===== config.mk =====
export PLATFORM = sky130hd
export DESIGN_NAME = mem_access_seq_flat
export DESIGN_NICKNAME = d
export VERILOG_FILES = /design/src/rtl/mem_access_seq_if.sv /design/src/rtl/mem_access_seq.sv /design/src/flat_wrapper.sv
export SDC_FILE = /design/constraint.sdc
export NUM_CORES = 1
export LEC_CHECK = 0
export ABC_AREA = 1
export BUFFER_PORTS_ARGS = -buffer_cell sky130_fd_sc_hd__buf_2
export CORE_MARGIN = 3
export CORE_UTILIZATION = 40
export DETAILED_ROUTE_END_ITERATION = 10
export GPL_ROUTABILITY_DRIVEN = 0
export HOLD_SLACK_MARGIN = 0.05
export MAX_ROUTING_LAYER = met4
export PLACE_DENSITY_LB_ADDON = 0.1
export SLEW_MARGIN = 5
export SYNTH_ARGS = -nofsm -noshare
export SYNTH_HDL_FRONTEND = slang
export SYNTH_SLANG_ARGS = --single-unit
export TNS_END_PERCENT = 1

===== constraint.sdc =====
create_clock -name clk -period 2.1 [get_ports clk]
set_input_delay 0.315 -clock clk [delete_from_list [all_inputs] [get_ports clk]]
set_output_delay 0.315 -clock clk [all_outputs]
set_load 0.1 [all_outputs]

===== src/rtl/mem_access_seq_if.sv =====
// Request/response bus between the control unit and mem_access_seq.
// The control unit owns the master modport; the sequencer owns the slave modport.
interface mem_access_seq_if;
  logic       reqValid;
  logic       reqReady;
  logic [1:0] reqOp;
  logic       reqIndirect;
  logic [7:0] reqAddr;
  logic [7:0] reqData;
  logic       respValid;
  logic [7:0] respData;
  logic       respErr;

  modport master (
    output reqValid, reqOp, reqIndirect, reqAddr, reqData,
    input  reqReady, respValid, respData, respErr
  );

  modport slave (
    input  reqValid, reqOp, reqIndirect, reqAddr, reqData,
    output reqReady, respValid, respData, respErr
  );
endinterface


===== src/rtl/mem_access_seq.sv =====
// mem_access_seq: single-outstanding load/store sequencer in front of the
// 8-bit memory. Accepts one request at a time, drives the memory pins,
// waits out the fixed MEM_LATENCY and returns read data or a write ack.
// Indirect requests are resolved here: the pointer word is read first and
// the real access is issued at that pointer, so the memory only ever sees
// direct accesses.
//
// Optional feature: define MEM_ACCESS_COUNT_EN to enable accessCount, a
// CNT_W-bit count of completed, non-error transactions. Without the macro
// accessCount is tied to 0 and the port list is unchanged.
//
// Reset: resetN asserts asynchronously; its deassertion is expected to be
// synchronised to clk upstream of this block.
//
// Output timing: every output is a flop loaded on the edge that enters the
// state it belongs to, so a request accepted at edge T shows memStart in
// the cycle right after T, and a direct op shows respValid MEM_LATENCY+2
// cycles after T (indirect: 2*MEM_LATENCY+3, reserved op: 1).
module mem_access_seq #(
  parameter int MEM_LATENCY = 1,  // legal range 1..7
  parameter int CNT_W       = 16
) (
  input  logic             clk,
  input  logic             resetN,
  mem_access_seq_if.slave  req_bus,
  output logic             memStart,
  output logic [1:0]       memCntrl,
  output logic [7:0]       memAddr,
  output logic [7:0]       memDataIn,
  input  logic [7:0]       memDataOut,
  output logic [CNT_W-1:0] accessCount
);

  localparam logic [1:0] OP_RD      = 2'b01;
  localparam logic [1:0] OP_WR      = 2'b10;
  localparam logic [1:0] CNTRL_IDLE = 2'b00;

  // Counter reload: the memory data is valid MEM_LATENCY cycles after the
  // start pulse, and the wait state is entered one cycle after that pulse.
  localparam logic [2:0] WAIT_LOAD  = 3'(MEM_LATENCY - 1);

  typedef enum logic [2:0] {
    ST_IDLE      = 3'd0,
    ST_PTR_ISSUE = 3'd1,
    ST_PTR_WAIT  = 3'd2,
    ST_ISSUE     = 3'd3,
    ST_WAIT      = 3'd4,
    ST_RESP      = 3'd5
  } state_t;

  state_t     state_r;
  logic [2:0] wait_cnt_r;   // remaining cycles until memDataOut is valid
  logic [1:0] op_r;         // latched request op (only 01/10 reach ISSUE)
  logic [7:0] data_r;       // latched write data

  // Reserved encodings are anything that is neither a read nor a write.
  function automatic logic is_reserved(input logic [1:0] op);
    return (op != OP_RD) && (op != OP_WR);
  endfunction

  // Write data presented to the memory: latched data on writes, zero on reads.
  function automatic logic [7:0] issue_data(input logic [1:0] op, input logic [7:0] data);
    return (op == OP_WR) ? data : 8'h00;
  endfunction

  // Main sequencer FSM; all request/response and memory outputs are registered here.
  always_ff @(posedge clk or negedge resetN) begin
    if (!resetN) begin
      state_r           <= ST_IDLE;
      wait_cnt_r        <= 3'd0;
      op_r              <= 2'b00;
      data_r            <= 8'h00;
      req_bus.reqReady  <= 1'b1;
      req_bus.respValid <= 1'b0;
      req_bus.respData  <= 8'h00;
      req_bus.respErr   <= 1'b0;
      memStart          <= 1'b0;
      memCntrl          <= CNTRL_IDLE;
      memAddr           <= 8'h00;
      memDataIn         <= 8'h00;
    end else begin
      case (state_r)
        ST_IDLE: begin
          req_bus.respValid <= 1'b0;
          req_bus.respErr   <= 1'b0;
          memStart          <= 1'b0;
          memCntrl          <= CNTRL_IDLE;
          if (req_bus.reqValid && req_bus.reqReady) begin
            op_r             <= req_bus.reqOp;
            data_r           <= req_bus.reqData;
            req_bus.reqReady <= 1'b0;
            if (is_reserved(req_bus.reqOp)) begin
              // No memory access at all; answer with an error next cycle.
              req_bus.respValid <= 1'b1;
              req_bus.respErr   <= 1'b1;
              state_r           <= ST_RESP;
            end else if (req_bus.reqIndirect) begin
              // Fetch the pointer word first.
              memStart <= 1'b1;
              memCntrl <= OP_RD;
              memAddr  <= req_bus.reqAddr;
              state_r  <= ST_PTR_ISSUE;
            end else begin
              memStart  <= 1'b1;
              memCntrl  <= req_bus.reqOp;
              memAddr   <= req_bus.reqAddr;
              memDataIn <= issue_data(req_bus.reqOp, req_bus.reqData);
              state_r   <= ST_ISSUE;
            end
          end else begin
            req_bus.reqReady <= 1'b1;
            state_r          <= ST_IDLE;
          end
        end

        ST_PTR_ISSUE: begin
          memStart   <= 1'b0;
          memCntrl   <= CNTRL_IDLE;
          wait_cnt_r <= WAIT_LOAD;
          state_r    <= ST_PTR_WAIT;
        end

        ST_PTR_WAIT: begin
          if (wait_cnt_r == 3'd0) begin
            // Pointer word is valid now: it becomes the effective address.
            memStart  <= 1'b1;
            memCntrl  <= op_r;
            memAddr   <= memDataOut;
            memDataIn <= issue_data(op_r, data_r);
            state_r   <= ST_ISSUE;
          end else begin
            wait_cnt_r <= wait_cnt_r - 3'd1;
          end
        end

        ST_ISSUE: begin
          memStart   <= 1'b0;
          memCntrl   <= CNTRL_IDLE;
          wait_cnt_r <= WAIT_LOAD;
          state_r    <= ST_WAIT;
        end

        ST_WAIT: begin
          if (wait_cnt_r == 3'd0) begin
            if (op_r == OP_RD) begin
              req_bus.respData <= memDataOut;
            end else begin
              req_bus.respData <= req_bus.respData;
            end
            req_bus.respValid <= 1'b1;
            req_bus.respErr   <= 1'b0;
            state_r           <= ST_RESP;
          end else begin
            wait_cnt_r <= wait_cnt_r - 3'd1;
          end
        end

        ST_RESP: begin
          req_bus.respValid <= 1'b0;
          req_bus.respErr   <= 1'b0;
          req_bus.reqReady  <= 1'b1;
          state_r           <= ST_IDLE;
        end

        default: begin
          req_bus.respValid <= 1'b0;
          req_bus.respErr   <= 1'b0;
          req_bus.reqReady  <= 1'b1;
          memStart          <= 1'b0;
          memCntrl          <= CNTRL_IDLE;
          state_r           <= ST_IDLE;
        end
      endcase
    end
  end

`ifdef MEM_ACCESS_COUNT_EN
  // Count completed non-error transactions; wraps naturally at all-ones.
  always_ff @(posedge clk or negedge resetN) begin
    if (!resetN) begin
      accessCount <= '0;
    end else if (req_bus.respValid && !req_bus.respErr) begin
      accessCount <= accessCount + {{(CNT_W-1){1'b0}}, 1'b1};
    end else begin
      accessCount <= accessCount;
    end
  end
`else
  assign accessCount = '0;
`endif

endmodule


===== src/flat_wrapper.sv =====
// flat-port wrapper written by rule: the top's interface ports become plain ports
module mem_access_seq_flat 
#(
  parameter int MEM_LATENCY = 1,                     
  parameter int CNT_W       = 16
)
  (clk, resetN, memStart, memCntrl, memAddr, memDataIn, memDataOut, accessCount, req_bus_reqValid, req_bus_reqOp, req_bus_reqIndirect, req_bus_reqAddr, req_bus_reqData, req_bus_reqReady, req_bus_respValid, req_bus_respData, req_bus_respErr);
  mem_access_seq_if req_bus_i ();
  input  logic clk;
  input  logic resetN;
  output logic memStart;
  output logic [1:0] memCntrl;
  output logic [7:0] memAddr;
  output logic [7:0] memDataIn;
  input  logic [7:0] memDataOut;
  output logic [CNT_W-1:0] accessCount;
  input wire logic [$bits(req_bus_i.reqValid)-1:0] req_bus_reqValid;
  input wire logic [$bits(req_bus_i.reqOp)-1:0] req_bus_reqOp;
  input wire logic [$bits(req_bus_i.reqIndirect)-1:0] req_bus_reqIndirect;
  input wire logic [$bits(req_bus_i.reqAddr)-1:0] req_bus_reqAddr;
  input wire logic [$bits(req_bus_i.reqData)-1:0] req_bus_reqData;
  output wire logic [$bits(req_bus_i.reqReady)-1:0] req_bus_reqReady;
  output wire logic [$bits(req_bus_i.respValid)-1:0] req_bus_respValid;
  output wire logic [$bits(req_bus_i.respData)-1:0] req_bus_respData;
  output wire logic [$bits(req_bus_i.respErr)-1:0] req_bus_respErr;
  assign req_bus_i.reqValid = req_bus_reqValid;
  assign req_bus_i.reqOp = req_bus_reqOp;
  assign req_bus_i.reqIndirect = req_bus_reqIndirect;
  assign req_bus_i.reqAddr = req_bus_reqAddr;
  assign req_bus_i.reqData = req_bus_reqData;
  assign req_bus_reqReady = req_bus_i.reqReady;
  assign req_bus_respValid = req_bus_i.respValid;
  assign req_bus_respData = req_bus_i.respData;
  assign req_bus_respErr = req_bus_i.respErr;
  mem_access_seq #(.MEM_LATENCY(MEM_LATENCY), .CNT_W(CNT_W)) u_core (.clk(clk), .resetN(resetN), .req_bus(req_bus_i), .memStart(memStart), .memCntrl(memCntrl), .memAddr(memAddr), .memDataIn(memDataIn), .memDataOut(memDataOut), .accessCount(accessCount));
endmodule

==> results_dict.tcl <==
set metrics [dict create \
    htree_levels 2 \
    syn_area_um2 2490 \
    crit_buf_inv 1 \
    synth-simple-area-share_pct 32.1 \
    drc 0 \
    rows 28 \
    fill_cells 620 \
    crit_path_top_delay_cell "dfstp_2" \
    grt_max_degree 35 \
    io_pins 76 \
    antennaDiodeCount 0 \
    die_h_um 84.9 \
    path_max_fanout 3 \
    cts-root-buf "clkbuf_8" \
    grt_pass1_wl_um 9720 \
    critPathKind "register to output pin" \
    ys_seq_elements 46 \
    fin_crit_sh_pct 76.1 \
    dpl.hpwl_um 4300 \
    die_w_um 84.9 \
    initial_utilization_pct 41.8 \
    stdcell_area_um2 2880 \
    area_growth_pct 15.8 \
    first_pass_iters 4 \
    synth_cell_types 24 \
    wl_per_cell_um 12.2 \
    final_common_cell "nand2_1" \
    rsz0062_at_grt "false" \
    drv_cap 0 \
    port_buffers 59 \
    max_freq_mhz 626 \
    cp_data_arrival_time_ps 1280 \
    synth_top_family_by_area "simple AND/OR/NAND/NOR gates" \
    tritoncts "done" \
    antenna_found_initial 0 \
    clk_latency_ps 300 \
    synth_compound_area_share_pct 6.74 \
    placed_cell_area_um2 2780 \
    fin_worst_skew_ps 6.16 \
    pre_cts_slack_ps 513 \
    top_usage_layer "met2" \
    cp_cell_sequence "buf_2" \
    cts_buffers 5 \
    use_met3_pct 3.88 \
    critPathMaxStageDelay_ps 560 \
    track_usage_pct 17.1 \
    cp_top_family "flip-flops" \
    setup_viol 0 \
    cp.required_ps 1780 \
    setup_tns_ps 0 \
    slew_viol_final 0 \
    vias 2105 \
    drive_gt1_share_pct 23.2 \
    worstSetupEndpointType "output pin" \
    path_clk_slew_ps 80 \
    status "completed" \
    fin_nets 415 \
    ys.warnings.count 0 \
    drt_iter0_drc 69 \
    via_per_inst 4.60 \
    ant_nets 0 \
    syn_inst 322 \
    use_met2_pct 25.4 \
    coreArea_um2 5960 \
    grt_overflow 0 \
    wl_um 5580 \
    die-area_um2 7200 \
    synthAdderAreaFrac_pct 1.51 \
    cts.path.max_buffers 2 \
    fin_ws_ps 502 \
    finish.utilization_pct 48.4 \
    synthXorXnorAreaFrac_pct 0.352 \
    synth_mux_area_share_pct 0 \
    use_met1_pct 23.9 \
    hold_violations 0 \
    clock_sinks 46 \
    finalCriticalPeriod_ps 1600 \
    slew_headroom_pct 64.0 \
    hold_class "input port to register" \
    worstMarginPinSlew_ps 537 \
    critPathLaunchType "register" \
    final_cell_mix "nand2_1, buf_2, dfrtp_1" \
    ys_seq_area_share_pct 46.3 \
    postSynthAreaPerCell_um2 7.72 \
    grt_pass1_vias 2020 \
]
final timing paths:
kind	startpoint	end	slack, ps	cells after the start
max reg2reg	u_core.wait_cnt_r[0]$_DFFE_PN0P_	u_core.memDataIn[0]$_DFFE_PN0P_	530	9
min in group asynchronous	resetN	u_core.memAddr[5]$_DFFE_PN0P_	510	2
max	u_core.req_bus.reqReady$_DFFE_PN1N_	req_bus_reqReady	500	1
max in group asynchronous	resetN	u_core.memDataIn[7]$_DFFE_PN0P_	1080	3
min reg2reg	u_core.req_bus.respErr$_DFFE_PN0P_	u_core.req_bus.respErr$_DFFE_PN0P_	470	2
min	req_bus_reqData[0]	u_core.data_r[0]$_DFFE_PN0P_	230	3
timing repair:
action,CTS,global route
gates resized for setup,0,0
endpoints found under the setup margin,0,0
hold endpoints to repair,19,0
setup buffers,0,0
hold buffers,1,0
metrics by stage:
step / cells / hold WS, ps
after global placement: 449 / 318
after CTS: 458 / 227
after global routing: 458 / 239
after floorplan: 337 / 19.4
after detailed placement: 449 / 315
final: 458 / 230
cell usage after synthesis, drive strengths merged:
master	instances	share of area, %
nand3b	1	0.30
conb	1	0.15
o211ai	1	0.30
nand2	135	22
o21ai	32	6.4
nand3	34	6.8
nand4	1	0.86
ha	3	1.5
nor2	8	2.1
buf	22	7.1
clkbuf	2	0.30
xor2	1	0.35
inv	35	5.4
dfstp	1	1.1
dfrtp	45	45
final cells by class:
class	count	area, µm²	area share, %
sequential	46	1150	40.0
multi-input combinational	232	1070	37.2
timing repair buffer	62	333	11.6
inverter	35	134	4.65
tap	75	93.8	3.26
clock buffer	6	82.6	2.87
clock inverter	2	12.5	0.434
cell families (layout without fill, tap and decap cells):
family                     after synthesis  after routing
and+or+nand+nor                        179            179
buffers and inverters                   59            105
DFF                                     46             46
AOI/OAI and AO/OA                       33             33
adders and majority gates                3              3
other                                    1             16
xor gates and xnor gates                 1              1
flip-flops by register name (all words and copies together), names as in the netlist:
| register | cells |
|---|---|
| u_core.memStart | 1 |
| u_core.state_r | 3 |
| u_core.memCntrl | 2 |
| u_core.data_r | 8 |
| u_core.memDataIn | 8 |
| u_core.memAddr | 8 |
| u_core.op_r | 2 |
| u_core.req_bus.respData | 8 |
| u_core.wait_cnt_r | 3 |
| u_core.req_bus.reqReady | 1 |
| u_core.req_bus.respErr | 1 |
| u_core.req_bus.respValid | 1 |
metal layers:
layer / part of all wire, % / vias up
li1: - / 1095
met1: 48 / 945
met2: 45 / 60
met3: 5.9 / 5
met4: 1.1 / 0
met5: 0 / -
Power is left out: the tool's default activity adds up to more than one toggle a clock period on the data nets, which glitch-free logic cannot reach.
